### config.mk
export PLATFORM = sky130hd
export DESIGN_NAME = decoder_stage_controller
export DESIGN_NICKNAME = d
export VERILOG_FILES = /design/src/rtl/decoder_stage_controller_pkg.sv /design/src/rtl/decoder_stage_controller_busy_odd_reducer.sv /design/src/rtl/decoder_stage_controller.sv
export SDC_FILE = /design/constraint.sdc
export NUM_CORES = 1
export LEC_CHECK = 0
export CAP_MARGIN = 20
export CELL_PAD_IN_SITES_DETAIL_PLACEMENT = 0
export CELL_PAD_IN_SITES_GLOBAL_PLACEMENT = 2
export CORE_MARGIN = 4
export CORE_UTILIZATION = 17
export DETAILED_ROUTE_END_ITERATION = 10
export PLACE_DENSITY_LB_ADDON = 0.12
export REMOVE_ABC_BUFFERS = 1
export SYNTH_ARGS = -nofsm -noshare
export SYNTH_HDL_FRONTEND = slang
export SYNTH_SLANG_ARGS = --single-unit
### constraint.sdc
create_clock -name clk -period 2.5 [get_ports clk]
set_clock_uncertainty 0.15 [all_clocks]
set_input_delay 0.5 -clock clk [delete_from_list [all_inputs] [get_ports clk]]
set_output_delay 0.5 -clock clk [all_outputs]
set_load 0.005 [all_outputs]
### src/rtl/decoder_stage_controller_pkg.sv
// Shared stage encodings and timing constants for the decoder stage controller
// and the PE array that observes global_stage.
package decoder_stage_controller_pkg;

    localparam int STAGE_WIDTH = 3;

    typedef enum logic [STAGE_WIDTH-1:0] {
        STAGE_IDLE                  = 3'd0,
        STAGE_MEASUREMENT_PREPARING = 3'd1,
        STAGE_MEASUREMENT_LOADING   = 3'd2,
        STAGE_MERGE                 = 3'd3,
        STAGE_GROW                  = 3'd4,
        STAGE_PEELING               = 3'd5,
        STAGE_RESULT_VALID          = 3'd6
    } stage_e;

    // PE stage reg + PE busy/odd reg + reducer reg; grows with reducer pipeline depth.
    localparam int SETTLE_CYCLES = 3;
    localparam int SETTLE_WIDTH  = 2;

endpackage

### src/rtl/decoder_stage_controller_busy_odd_reducer.sv
// Registered OR-reduction of the per-PE busy and odd flags.
module decoder_stage_controller_busy_odd_reducer #(
    parameter int PU_COUNT = 64
) (
    input  logic                clk,
    input  logic                reset,
    input  logic [PU_COUNT-1:0] i_busy_pe,
    input  logic [PU_COUNT-1:0] i_odd_pe,
    output logic                o_any_busy_q,
    output logic                o_any_odd_q
);

    logic r_any_busy;
    logic r_any_odd;

    always_ff @(posedge clk) begin
        if (reset) begin
            r_any_busy <= 1'b0;
            r_any_odd  <= 1'b0;
        end else begin
            r_any_busy <= |i_busy_pe;
            r_any_odd  <= |i_odd_pe;
        end
    end

    assign o_any_busy_q = r_any_busy;
    assign o_any_odd_q  = r_any_odd;

endmodule

### src/rtl/decoder_stage_controller.sv
// Round sequencer broadcasting global_stage to the PE array; paces each
// stage against the registered array-wide busy/odd flags.
//
//   state                       | meaning
//   ----------------------------+------------------------------------------
//   STAGE_IDLE                  | waiting for start, ready=1
//   STAGE_MEASUREMENT_PREPARING | 1 cycle, PEs prepare measurement latch
//   STAGE_MEASUREMENT_LOADING   | 1 cycle, PEs hold the latched measurement
//   STAGE_MERGE                 | settle, then wait for !busy; pick GROW/PEELING
//   STAGE_GROW                  | 1 cycle pulse, counts one iteration
//   STAGE_PEELING               | settle, then wait for !busy
//   STAGE_RESULT_VALID          | 1 cycle, result_valid=1
module decoder_stage_controller
    import decoder_stage_controller_pkg::*;
#(
    parameter int PU_COUNT    = 64,
    parameter int ITER_WIDTH  = 8,
    parameter int MAX_ITER    = 255,
    parameter int CYCLE_WIDTH = 16
) (
    input  logic                   clk,
    input  logic                   reset,
    input  logic                   start,
    output logic                   ready,
    input  logic [PU_COUNT-1:0]    busy_pe,
    input  logic [PU_COUNT-1:0]    odd_pe,
    output logic [STAGE_WIDTH-1:0] global_stage,
    output logic                   result_valid,
    output logic [ITER_WIDTH-1:0]  iteration_count,
    output logic                   timeout,
    output logic [CYCLE_WIDTH-1:0] cycle_count
);

    localparam logic [ITER_WIDTH-1:0]   ITER_LIMIT  = ITER_WIDTH'(MAX_ITER);
    localparam logic [SETTLE_WIDTH-1:0] SETTLE_LOAD = SETTLE_WIDTH'(SETTLE_CYCLES);

    stage_e                  r_stage;
    logic                    r_ready;
    logic                    r_result_valid;
    logic [ITER_WIDTH-1:0]   r_iter;
    logic                    r_timeout;
    logic [CYCLE_WIDTH-1:0]  r_cycles;
    logic [SETTLE_WIDTH-1:0] r_settle;
    logic                    w_any_busy;
    logic                    w_any_odd;

    decoder_stage_controller_busy_odd_reducer #(
        .PU_COUNT (PU_COUNT)
    ) u_reducer (
        .clk          (clk),
        .reset        (reset),
        .i_busy_pe    (busy_pe),
        .i_odd_pe     (odd_pe),
        .o_any_busy_q (w_any_busy),
        .o_any_odd_q  (w_any_odd)
    );

    always_ff @(posedge clk) begin
        if (reset) begin
            r_stage        <= STAGE_IDLE;
            r_ready        <= 1'b1;
            r_result_valid <= 1'b0;
            r_iter         <= '0;
            r_timeout      <= 1'b0;
            r_cycles       <= '0;
            r_settle       <= '0;
        end else begin
            r_result_valid <= 1'b0;
            if (r_stage != STAGE_IDLE && r_cycles != '1) begin
                r_cycles <= r_cycles + 1'b1;
            end
            case (r_stage)
                STAGE_IDLE: begin
                    if (start) begin
                        r_stage   <= STAGE_MEASUREMENT_PREPARING;
                        r_ready   <= 1'b0;
                        r_iter    <= '0;
                        r_timeout <= 1'b0;
                        r_cycles  <= '0;
                    end
                end
                STAGE_MEASUREMENT_PREPARING: begin
                    r_stage <= STAGE_MEASUREMENT_LOADING;
                end
                STAGE_MEASUREMENT_LOADING: begin
                    r_stage  <= STAGE_MERGE;
                    r_settle <= SETTLE_LOAD;
                end
                STAGE_MERGE: begin
                    // busy is stale until the settle window has drained
                    if (r_settle != '0) begin
                        r_settle <= r_settle - 1'b1;
                    end else if (!w_any_busy) begin
                        if (w_any_odd && r_iter < ITER_LIMIT) begin
                            r_stage <= STAGE_GROW;
                            if (r_iter != '1) begin
                                r_iter <= r_iter + 1'b1;
                            end
                        end else begin
                            if (w_any_odd) begin
                                r_timeout <= 1'b1;
                            end
                            r_stage  <= STAGE_PEELING;
                            r_settle <= SETTLE_LOAD;
                        end
                    end
                end
                STAGE_GROW: begin
                    r_stage  <= STAGE_MERGE;
                    r_settle <= SETTLE_LOAD;
                end
                STAGE_PEELING: begin
                    if (r_settle != '0) begin
                        r_settle <= r_settle - 1'b1;
                    end else if (!w_any_busy) begin
                        r_stage        <= STAGE_RESULT_VALID;
                        r_result_valid <= 1'b1;
                    end
                end
                STAGE_RESULT_VALID: begin
                    r_stage <= STAGE_IDLE;
                    r_ready <= 1'b1;
                end
                default: begin
                    r_stage <= STAGE_IDLE;
                    r_ready <= 1'b1;
                end
            endcase
        end
    end

    assign global_stage    = r_stage;
    assign ready           = r_ready;
    assign result_valid    = r_result_valid;
    assign iteration_count = r_iter;
    assign timeout         = r_timeout;
    assign cycle_count     = r_cycles;

endmodule

==> results of run 1 <==
==> worst min path at each step <==
stage / endpoint / slack, ns / depth (start not counted)
after floorplan: r_settle[0] / 0.30 / 2
after global placement: r_settle[0] / 0.32 / 2
after detailed placement: timeout / 0.31 / 2
after CTS: timeout / 0.33 / 2
after global routing: timeout / 0.34 / 2
final: timeout / 0.32 / 2
==> registers in the layout (all words and copies together) (netlist names) <==
signal                  cells
cycle_count                16
global_stage                3
iteration_count             8
r_settle                    2
ready                       1
result_valid                1
timeout                     1
u_reducer.o_any_busy_q      1
u_reducer.o_any_odd_q       1
==> final cells by class <==
cell class / count / area, um^2
multi-input combinational: 220 / 1420
sequential: 34 / 681
fill: 1365 / 8430
clock buffer: 7 / 133
inverter: 6 / 22.5
timing repair buffer: 173 / 1710
tap: 172 / 215
==> cells in the mapped netlist (2+ instances only) <==
cell type / count
o21ai_1: 2
a2111oi_0: 3
and4_1: 6
inv_1: 5
o41ai_1: 2
o21bai_1: 3
buf_2: 4
nand3_1: 13
a211oi_1: 8
buf_6: 2
or3_1: 17
or4_1: 4
nor4_1: 36
o31ai_1: 3
o21a_1: 2
a21oi_1: 18
nand2_1: 25
ha_1: 3
dfxtp_1: 34
nand4_1: 15
mux2i_1: 15
nor2_1: 11
a21o_1: 3
clkbuf_1: 6
nand2b_1: 5
nor3_1: 4
==> tightest hold or removal path, delay by kind of cell, from the launching register on <==
kind               cells  cell delay [ns]
AOI/OAI and AO/OA      1             0.05
DFF                    1             0.31
and+or+nand+nor        1             0.06
==> routing by layer <==
metal | wire, um | up-vias | track usage
met5 | 0 | - | 0
met4 | 65 | 0 | 0.0168
met3 | 531 | 6 | 0.0348
met2 | 4810 | 92 | 0.227
met1 | 3730 | 1305 | 0.141
li1 | - | 1427 | -
==> metrics by stage <==
stage | cells | area (um^2)
floorplan | 260 | 2130
global placement | 605 | 4050
detailed placement | 605 | 4050
CTS | 612 | 4190
global route | 612 | 4190
finish | 612 | 4190
==> cells by family (layout without fill, tap and decap cells) <==
family,Yosys count,after routing,share of synthesized area
multiplexers,15,15,0.0685
flip-flops,34,34,0.311
adder cells (fa/ha/maj),3,3,0.0171
AO/OA/AOI/OAI,55,55,0.171
AND/OR/NAND/NOR,147,147,0.393
buffers and inverters,18,186,0.0400
==> power breakdown <==
part	switching, mW	total, mW	leakage [nW]	internal [mW]
clock network	0.217	0.581	0.0640	0.364
registers	0.0225	0.582	0.276	0.560
logic	0.155	0.430	1.03	0.275
==> results.toml, run 1 <==
[status]
status = "complete, no violations"

[power_and_ir_drop]
ir_drop_uv = 197
finalPower_mw = 1.59
p_leak_nw = 1.37
p_per_area_mw_per_mm2 = 381

[synth]
yosysSeqAreaShare = 0.311
yosysWarnings = 0
ys.flop_type = "dfxtp_1"
synth_top_cell_area_share = 0.311
synth_edf_count = 0
avgSynthCellArea_um2 = 8.06
synth_cell_type_count = 49
synth_area_mm2 = 0.00219
syn_inst = 272
ys_seq_elements = 34
synth-async-reset-ratio = 0
synth_area_leader_cell = "dfxtp_1"
yosys-top-cells-area = "dfxtp_1 (31%), nor4_1 (10%), mux2i_1 (6.8%), or3_1 (4.9%), nand2_1 (4.3%)"

[worst_setup_path]
required_ns = 1.85
crit_family = "buffers and inverters"
endpoint = "global_stage[0]"
cp.depth = 2
start_kind = "flop"
startpoint = "global_stage[0]"
cp_max_fo = 9
r2r_cells = 6
crit_type = "flop to output pin"
r2r_setup_slack_ns = 0.46
crit_path_top_delay_cell = "clkdlybuf4s50_1"
cp_data_arrival_time_ns = 1.51
cp_cell_sequence = "buf_4, clkdlybuf4s50_1"
path_buf_inv = 2
timing.rr.end = "iteration_count[4]"
cp_slowest_stage_delay_ns = 0.53
end_kind = "output pin"
r2r-start = "r_settle[0]"

[final_layout]
final_net_count = 574
final_cell_mix = "clkdlybuf4s50_1 (160), nor4_1 (36), dfxtp_1 (34)"
antenna_cells = 0
syn_to_final_growth_pct = 91.0
final_common_cell = "clkdlybuf4s50_1"
drive_gt1_frac = 0.0545
utilization = 0.332

[clock_tree]
clockBufferDepth = 2
holdBufCountCts = 0
post_cts_buffers = 0
cts.clk_slew.worst_paths_ns = 0.05
cts_buffers = 5
cts-root-buf = "clkbuf_16"
clkSinkCount = 34
tritoncts = "done"
htree_num_levels = 2
post_cts_resized = 0
clock_latency_ns = 0.28

[global_routing]
grt_max_degree = 33
grt_pass1_wl_mm = 14.5
grt_use_total = 0.122
antenna_found_initial = 0
grt_pass1_vias = 2898
grt_overflow_total = 0

[detailed_routing]
drc = 0
vias = 2830
drt_first_iter_violations = 105
wl_per_cell_um = 14.9
ant_nets = 0
vias_per_cell = 4.62
routed_wirelength_mm = 9.13
drt-pass1-iter-count = 4

[placement]
post-dp-hpwl_mm = 7.49
portBuffers = 160
pre_cts_ws_ns = 0.140
gp_congestion = 0.733

[timing]
max_freq_mhz = 463
fin_crit_sh = 0.865
worst_slew_pin_slew_ns = 0.698
hold_violations = 0
holdWs_ns = 0.318
setup-tns-final_ns = 0
slew_headroom = 0.533
setup_ws_ns = 0.338
rsz0062_at_grt = "no"
slew_violations = 0
fin_crit_ns = 2.16
setup_viol = 0

[die]
initial_core_util = 0.174
std_cell_rows = 41
die_w_um = 122
ios = 161
dieArea_mm2 = 0.0148
coreArea_mm2 = 0.0126
die_h_um = 122

[run]
maxCapViolCount = 0

[min_path]
holdCritStartpoint = "timeout"
hold_path.class = "flop to flop"
No activity file was read; power rests on OpenSTA's default activity.
==> inputs of run 2 (changes only) <==
Settings changed: ABC_CLOCK_PERIOD_IN_PS set to 2150, CORE_MARGIN 4 to 2.
Clock period 2.5 ns to 2.15 ns, I/O delays scaled along.
==> results.toml, run 2 (synthesized netlist as in run 1, its figures left out) <==
[detailed_routing]
ant_nets = 0
vias = 2869
wl_per_cell_um = 14.5
drc = 0
drt_first_iter_violations = 126
vias_per_cell = 4.59
routed_wirelength_mm = 9.07
drt-pass1-iter-count = 4

[status]
status = "complete, no violations"

[clock_tree]
clkSinkCount = 34
post_cts_buffers = 0
clock_latency_ns = 0.28
cts_buffers = 5
post_cts_resized = 0
htree_num_levels = 2
tritoncts = "done"
cts-root-buf = "clkbuf_16"
holdBufCountCts = 0
clockBufferDepth = 2
cts.clk_slew.worst_paths_ns = 0.06

[final_layout]
final_net_count = 586
utilization = 0.341
syn_to_final_growth_pct = 96.3
final_common_cell = "clkdlybuf4s50_1"
multiInputGateArea_mm2 = 0.00142
register_area_um2 = 681
nFillCells = 1362
largest_reg_flops = 16
antenna_cells = 0
drive_gt1_frac = 0.0839
final_cell_mix = "clkdlybuf4s50_1 (160), nor4_1 (36), dfxtp_1 (34)"

[worst_setup_path]
cp_max_fo = 9
required_ns = 1.57
r2r-start = "cycle_count[2]"
start_kind = "flop"
end_kind = "output pin"
crit_type = "flop to output pin"
startpoint = "global_stage[0]"
cp_data_arrival_time_ns = 1.50
r2r_cells = 4

[die]
coreArea_mm2 = 0.0126
die_h_um = 118
std_cell_rows = 41
die_w_um = 118
ios = 161
dieArea_mm2 = 0.0138
initial_core_util = 0.174

[global_routing]
grt-busiest-layer = "met2"
met2_usage = 0.235
grt_use_met1 = 0.151
grt_use_total = 0.130
grt_overflow_total = 0
met3_usage = 0.0402
grt_pass1_wl_mm = 14.9
grt_max_degree = 33
grt_pass1_vias = 3090
antenna_found_initial = 0

[timing]
holdWs_ns = 0.324
fin_crit_sh = 0.967
slew_violations = 0
hold_violations = 0
setup_ws_ns = 0.0720
worst_slew_pin_slew_ns = 0.512
max_freq_mhz = 481
rsz0062_at_grt = "no"
fin_crit_ns = 2.08
setup_viol = 0
slew_headroom = 0.656

[min_path]
hold_path.class = "flop to flop"
holdPathStages = 2
holdCritStartpoint = "timeout"

[power_and_ir_drop]
ir_drop_uv = 244
p_per_area_mw_per_mm2 = 457
p_leak_nw = 1.45

[placement]
pre_cts_ws_ns = -0.0794
post-dp-hpwl_mm = 7.31
portBuffers = 160
gp_congestion = 0.730

[run]
maxCapViolCount = 0
-- run 2: changes by cell type in the layout (fill, tap and decap cells not counted), sizes merged --
cell / delta
buf: +12
clkinv: +1
-- run 2: power breakdown --
part / internal, mW / leakage [nW] / switching (mW)
Clock: 0.460 / 0.0739 / 0.286
Combinational: 0.351 / 1.10 / 0.202
Sequential: 0.650 / 0.276 / 0.0172
-- run 2: path summary, 6_finish.rpt --
path,end,slack (ns)
min reg2reg,timeout,0.32
min,timeout,0.32
max reg2reg,cycle_count[13],0.20
max,global_stage[0],0.07
-- run 2: area by class of cell --
type / count / share of cell area
Clock buffer: 7 / 0.0331
Clock inverter: 1 / 0.00116
Inverter: 6 / 0.00523
Multi-Input combinational cell: 220 / 0.331
Sequential cell: 34 / 0.158
Tap cell: 172 / 0.0500
Timing Repair Buffer: 185 / 0.422
-- run 2: worst max-delay path, cell delays in order (launching register included) --
cell	delay, ns
dfxtp_1	0.45
buf_4	0.23
clkdlybuf4s50_1	0.54
-- run 2: metrics by stage --
| step | TNS, ns | instances | power, mW | instance area, um^2 |
|---|---|---|---|---|
| 2_1_floorplan | 0 | 260 | 0.840 | 2130 |
| 6_report | 0 | 625 | 1.97 | 4300 |
| 5_1_grt | 0 | 625 | 2.06 | 4300 |
| 3_5_place_dp | -0.262 | 617 | 1.24 | 4160 |
| 3_3_place_gp | -0.123 | 617 | 1.23 | 4160 |
| 4_1_cts | 0 | 625 | 1.99 | 4300 |
-- run 2: routing by layer --
| metal | up-vias | wire length [um] |
|---|---|---|
| met1 | 1311 | 3870 |
| met4 | 0 | 75 |
| met3 | 6 | 660 |
| li1 | 1448 | - |
| met2 | 104 | 4470 |
| met5 | - | 0 |
